$ cat src/rtl/gate_sequencer_pkg.sv
// Shared frequency-meter definitions: sequencer state encoding and default
// gate/clear phase lengths.
package gate_sequencer_pkg;

    typedef enum logic [1:0] {
        ST_IDLE  = 2'd0,
        ST_GATE  = 2'd1,
        ST_LATCH = 2'd2,
        ST_CLEAR = 2'd3
    } seq_state_t;

    localparam int DEF_GATE_CYCLES  = 1000;
    localparam int DEF_CLEAR_CYCLES = 2;
    localparam int DEF_CNT_SIZE     = 10;

endpackage

$ cat src/rtl/gate_sequencer.sv
// Measurement gate sequencer: opens the count gate for a fixed window, pulses
// Latch to capture results, then holds Clear before the next window.
//
// state    | meaning
// ---------+----------------------------------------------------------
// ST_IDLE  | waiting for Enable or Start, all outputs low
// ST_GATE  | Gate high, downstream counters accumulate
// ST_LATCH | single-cycle Latch pulse, result registers capture
// ST_CLEAR | Clear high, counters held at zero before the next window
module gate_sequencer
    import gate_sequencer_pkg::*;
#(
    parameter int GATE_CYCLES  = DEF_GATE_CYCLES,
    parameter int CLEAR_CYCLES = DEF_CLEAR_CYCLES,
    parameter int CNT_SIZE     = DEF_CNT_SIZE
) (
    input  logic Clk,
    input  logic nReset,
    input  logic Enable,
    input  logic Start,
    input  logic Abort,
    output logic Gate,
    output logic Latch,
    output logic Clear,
    output logic Busy
);

    // Counter holds remaining cycles after the current one, so terminal is zero.
    localparam logic [CNT_SIZE-1:0] GATE_LOAD  = CNT_SIZE'(GATE_CYCLES - 1);
    localparam logic [CNT_SIZE-1:0] CLEAR_LOAD = CNT_SIZE'(CLEAR_CYCLES - 1);
    localparam logic [CNT_SIZE-1:0] CNT_ONE    = CNT_SIZE'(1);

    seq_state_t          state;
    logic [CNT_SIZE-1:0] cnt;

    always_ff @(posedge Clk or negedge nReset) begin
        if (!nReset) begin
            state <= ST_IDLE;
            cnt   <= '0;
            Gate  <= 1'b0;
            Latch <= 1'b0;
            Clear <= 1'b0;
            Busy  <= 1'b0;
        end else if (Abort) begin
            state <= ST_IDLE;
            cnt   <= '0;
            Gate  <= 1'b0;
            Latch <= 1'b0;
            Clear <= 1'b0;
            Busy  <= 1'b0;
        end else begin
            case (state)
                ST_IDLE: begin
                    if (Enable || Start) begin
                        state <= ST_GATE;
                        cnt   <= GATE_LOAD;
                        Gate  <= 1'b1;
                        Busy  <= 1'b1;
                    end
                end
                ST_GATE: begin
                    if (cnt == '0) begin
                        state <= ST_LATCH;
                        Gate  <= 1'b0;
                        Latch <= 1'b1;
                    end else begin
                        cnt <= cnt - CNT_ONE;
                    end
                end
                ST_LATCH: begin
                    state <= ST_CLEAR;
                    cnt   <= CLEAR_LOAD;
                    Latch <= 1'b0;
                    Clear <= 1'b1;
                end
                ST_CLEAR: begin
                    if (cnt == '0) begin
                        Clear <= 1'b0;
                        // Enable is only consulted here, so dropping it mid-sequence still finishes the measurement.
                        if (Enable) begin
                            state <= ST_GATE;
                            cnt   <= GATE_LOAD;
                            Gate  <= 1'b1;
                        end else begin
                            state <= ST_IDLE;
                            Busy  <= 1'b0;
                        end
                    end else begin
                        cnt <= cnt - CNT_ONE;
                    end
                end
                default: begin
                    state <= ST_IDLE;
                    cnt   <= '0;
                    Gate  <= 1'b0;
                    Latch <= 1'b0;
                    Clear <= 1'b0;
                    Busy  <= 1'b0;
                end
            endcase
        end
    end

endmodule

$ cat config.mk
export PLATFORM = sky130hd
export DESIGN_NAME = gate_sequencer
export DESIGN_NICKNAME = d
export VERILOG_FILES = /design/src/rtl/gate_sequencer_pkg.sv /design/src/rtl/gate_sequencer.sv
export SDC_FILE = /design/constraint.sdc
export NUM_CORES = 1
export LEC_CHECK = 0
export CAP_MARGIN = 20
export CORE_MARGIN = 10
export CORE_UTILIZATION = 55
export DETAILED_ROUTE_END_ITERATION = 6
export GPL_TIMING_DRIVEN = 0
export PLACE_DENSITY_LB_ADDON = 0.08
export SYNTH_ARGS = -nofsm -noshare
export SYNTH_HDL_FRONTEND = slang
export SYNTH_SLANG_ARGS = --single-unit
$ cat constraint.sdc
create_clock -name Clk -period 3.1 [get_ports Clk]
set_clock_uncertainty 0.2 [all_clocks]
set_input_delay 0.93 -clock Clk [delete_from_list [all_inputs] [get_ports Clk]]
set_output_delay 0.93 -clock Clk [all_outputs]
set_load 0.02 [all_outputs]
==> out/metrics.cfg <==
[power_and_ir_drop]
p_comb_share_pct = 59.6
p_int_w = 0.000637
swShare_pct = 46.8
clockPowerShare_pct = 8.9
vdd_ir_drop_max_mv = 0.533
leakagePower_nw = 0.509
powerDensity_nw_per_um2 = 977
seqPwrFrac_pct = 31.6
p_switching_w = 0.000560

[sta]
fin_hold_ws_ps = 337
fmaxAchievable_mhz = 383
tightest_slew_ps = 707
fin_tns_setup_ps = 0
slew_headroom_pct = 52.7
finalCritPeriodShare_pct = 84.1
rsz0062_at_grt = false
min_period_ps = 2610
setup-violations-final = 0
hold_violations = 0
slew_violations = 0

[floorplan]
pin_count = 9
die_x_um = 64.5
start_util_pct = 56.6
core-area_sq_um = 1920
die_y_um = 64.5
fp-row-count = 16
dieArea_sq_um = 4160

[routing]
drt-pass1-iter-count = 4
drt_iter0_drc = 44
vias = 944
routed_via_density = 5.86
avgRoutedWirePerCell_um = 14.4
routed_wl_mm = 2.32
postRouteAntennaNets = 0
drc_errors = 0

[logic_synthesis]
yosys_warnings = 0
ys_seq_area_share_pct = 36.8
async_flop_share_pct = 100
ys.flop_type = dfrtp_1
yosys-top-cells-area = dfrtp_1 37%, a21oi_1 6.0%, ha_1 5.7%
syn_inst = 123
synth_commonest_cells = 16 x dfrtp_1, 13 x a21oi_1, 12 x nor2_1
netlist.area_leader.share_pct = 36.8
ys_types = 41
post_synth.cell_area_avg_sq_um = 8.85
yosysTopAreaCell = dfrtp_1
ys_ff_latch = 16
synth_edf_count = 0
netlist_area_sq_um = 1090
yosysMostFrequentCell = dfrtp_1
syn_nets = 133

[cts]
cts_tree = yes
htree_levels = 1
ctsHoldBuffers = 0
cts-root-buf = clkbuf_4
clkLatencyLatePin_ps = 290
clock-sinks = 16
clockBufferDepth = 2
clkTransAtPathRegs_ps = 80
cts_buffers = 3
postCtsSetupBuffers = 0
cts-resized-gates = 0

[global_route]
globalRouteTotalUtil_pct = 12.0
grt_pass1_vias = 902
antenna_found_initial = 0
grt_overflow = 0
grt_pass1_wl_mm = 4.16
grt_max_degree = 17

[run_status]
status = completed

[setup_path]
critPathRequiredTime_ps = 3070
crit_type = in2reg
worstPathMaxFanout = 7
worstRegToRegCells = 7
arrival_ps = 2580
start_kind = input pin
cp-end-kind = flop

[placement]
post_dp_cell_area_sq_um = 1200
numPortBuffers = 8
place_congestion = 0.847
post-dp-hpwl_mm = 1.77

[final_layout]
layout-area-overhead-vs-synth_pct = 12.5
final_nets = 146
drive_gt1_share_pct = 8.96
n_antenna_cell = 0
design_area_sq_um = 1220

[hold_path]
min-delay-path-class = reg2reg
hold_depth = 1

[run]
max-cap-violations = 0

[cell families (layout without fill, tap and decap cells)]
logic type,count (synthesis),after routing,synth area share [%]
AOI/OAI and AO/OA,41,41,26.9
adders and majority gates,5,5,5.75
buffers and inverters,13,24,4.60
DFF,16,16,36.8
muxes,1,1,0.920
and+or+nand+nor,47,47,25.1
[stage by stage]
step           total power [W]  utilization, %  worst slack [ps]  std cells
2_1_floorplan         0.000920               -               950        123
6_report               0.00120            63.7               492        161
5_1_grt                0.00131            63.7               359        161
3_3_place_gp           0.00108            62.6               248        158
3_5_place_dp           0.00109            62.6               221        158
4_1_cts                0.00120            63.7               522        161
[path summary, 6_finish.rpt]
| check | start | end | slack [ps] |
|---|---|---|---|
| min reg2reg | Latch | Latch | 340 |
| min in group asynchronous | nReset | cnt[8] | 860 |
| max in group asynchronous | nReset | cnt[2] | 1390 |
| max reg2reg | state[0] | cnt[6] | 860 |
| max | Enable | cnt[3] | 490 |
| min | Latch | Latch | 340 |
[power by group through the flow]
stage | logic [W] | registers, W | clock network [W]
2_1_floorplan | 0.000536 | 0.000384 | 0
3_3_place_gp | 0.000698 | 0.000380 | 0
3_5_place_dp | 0.000712 | 0.000381 | 0
4_1_cts | 0.000715 | 0.000378 | 0.000112
5_1_grt | 0.000803 | 0.000392 | 0.000118
6_report | 0.000713 | 0.000378 | 0.000106
[layer usage]
metal  track usage (%)  vias to the layer above  share of wire (%)
met4              4.81                        0                1.0
met2              19.5                       15                 45
met5                 0                        -                  0
met3              2.75                        2                3.5
met1              14.9                      441                 51
li1                  -                      486                  -
[sequential cells by signal (all words and copies together), names as in the netlist]
register / flops
cnt: 10
state: 2
Busy: 1
Clear: 1
Gate: 1
Latch: 1
[cells in the final DEF (no fill, tap or decap), types with 2 or more instances in the layout]
cell	synthesis	layout
nor2_1	12	12
o21ai_1	3	3
o32a_1	2	2
a211oi_1	3	3
a31oi_1	2	2
clkbuf_4	0	3
a22o_1	4	4
a21oi_1	13	13
nor3_1	7	7
clkbuf_1	2	2
clkdlybuf4s50_1	0	8
or2_2	2	2
nand3_1	2	2
ha_1	5	5
a311oi_1	2	2
inv_1	9	9
dfrtp_1	16	16
o21ai_0	4	4
nand2_1	11	11
[worst max-delay path, stage by stage]
cell and delay (ps):
clkdlybuf4s50_1 590, inv_1 70, a21oi_1 280, o32a_1 380, o21ai_0 140, a22o_1 190
[cell type report]
cell class / count / area, sq um
inverter: 9 / 33.8
clock buffer: 3 / 22.5
buffer: 4 / 16.3
tap: 27 / 33.8
sequential: 16 / 400
fill: 179 / 697
multi-input combinational: 94 / 638
timing repair buffer: 8 / 80.1
No activity file was read; power rests on OpenSTA's default activity.
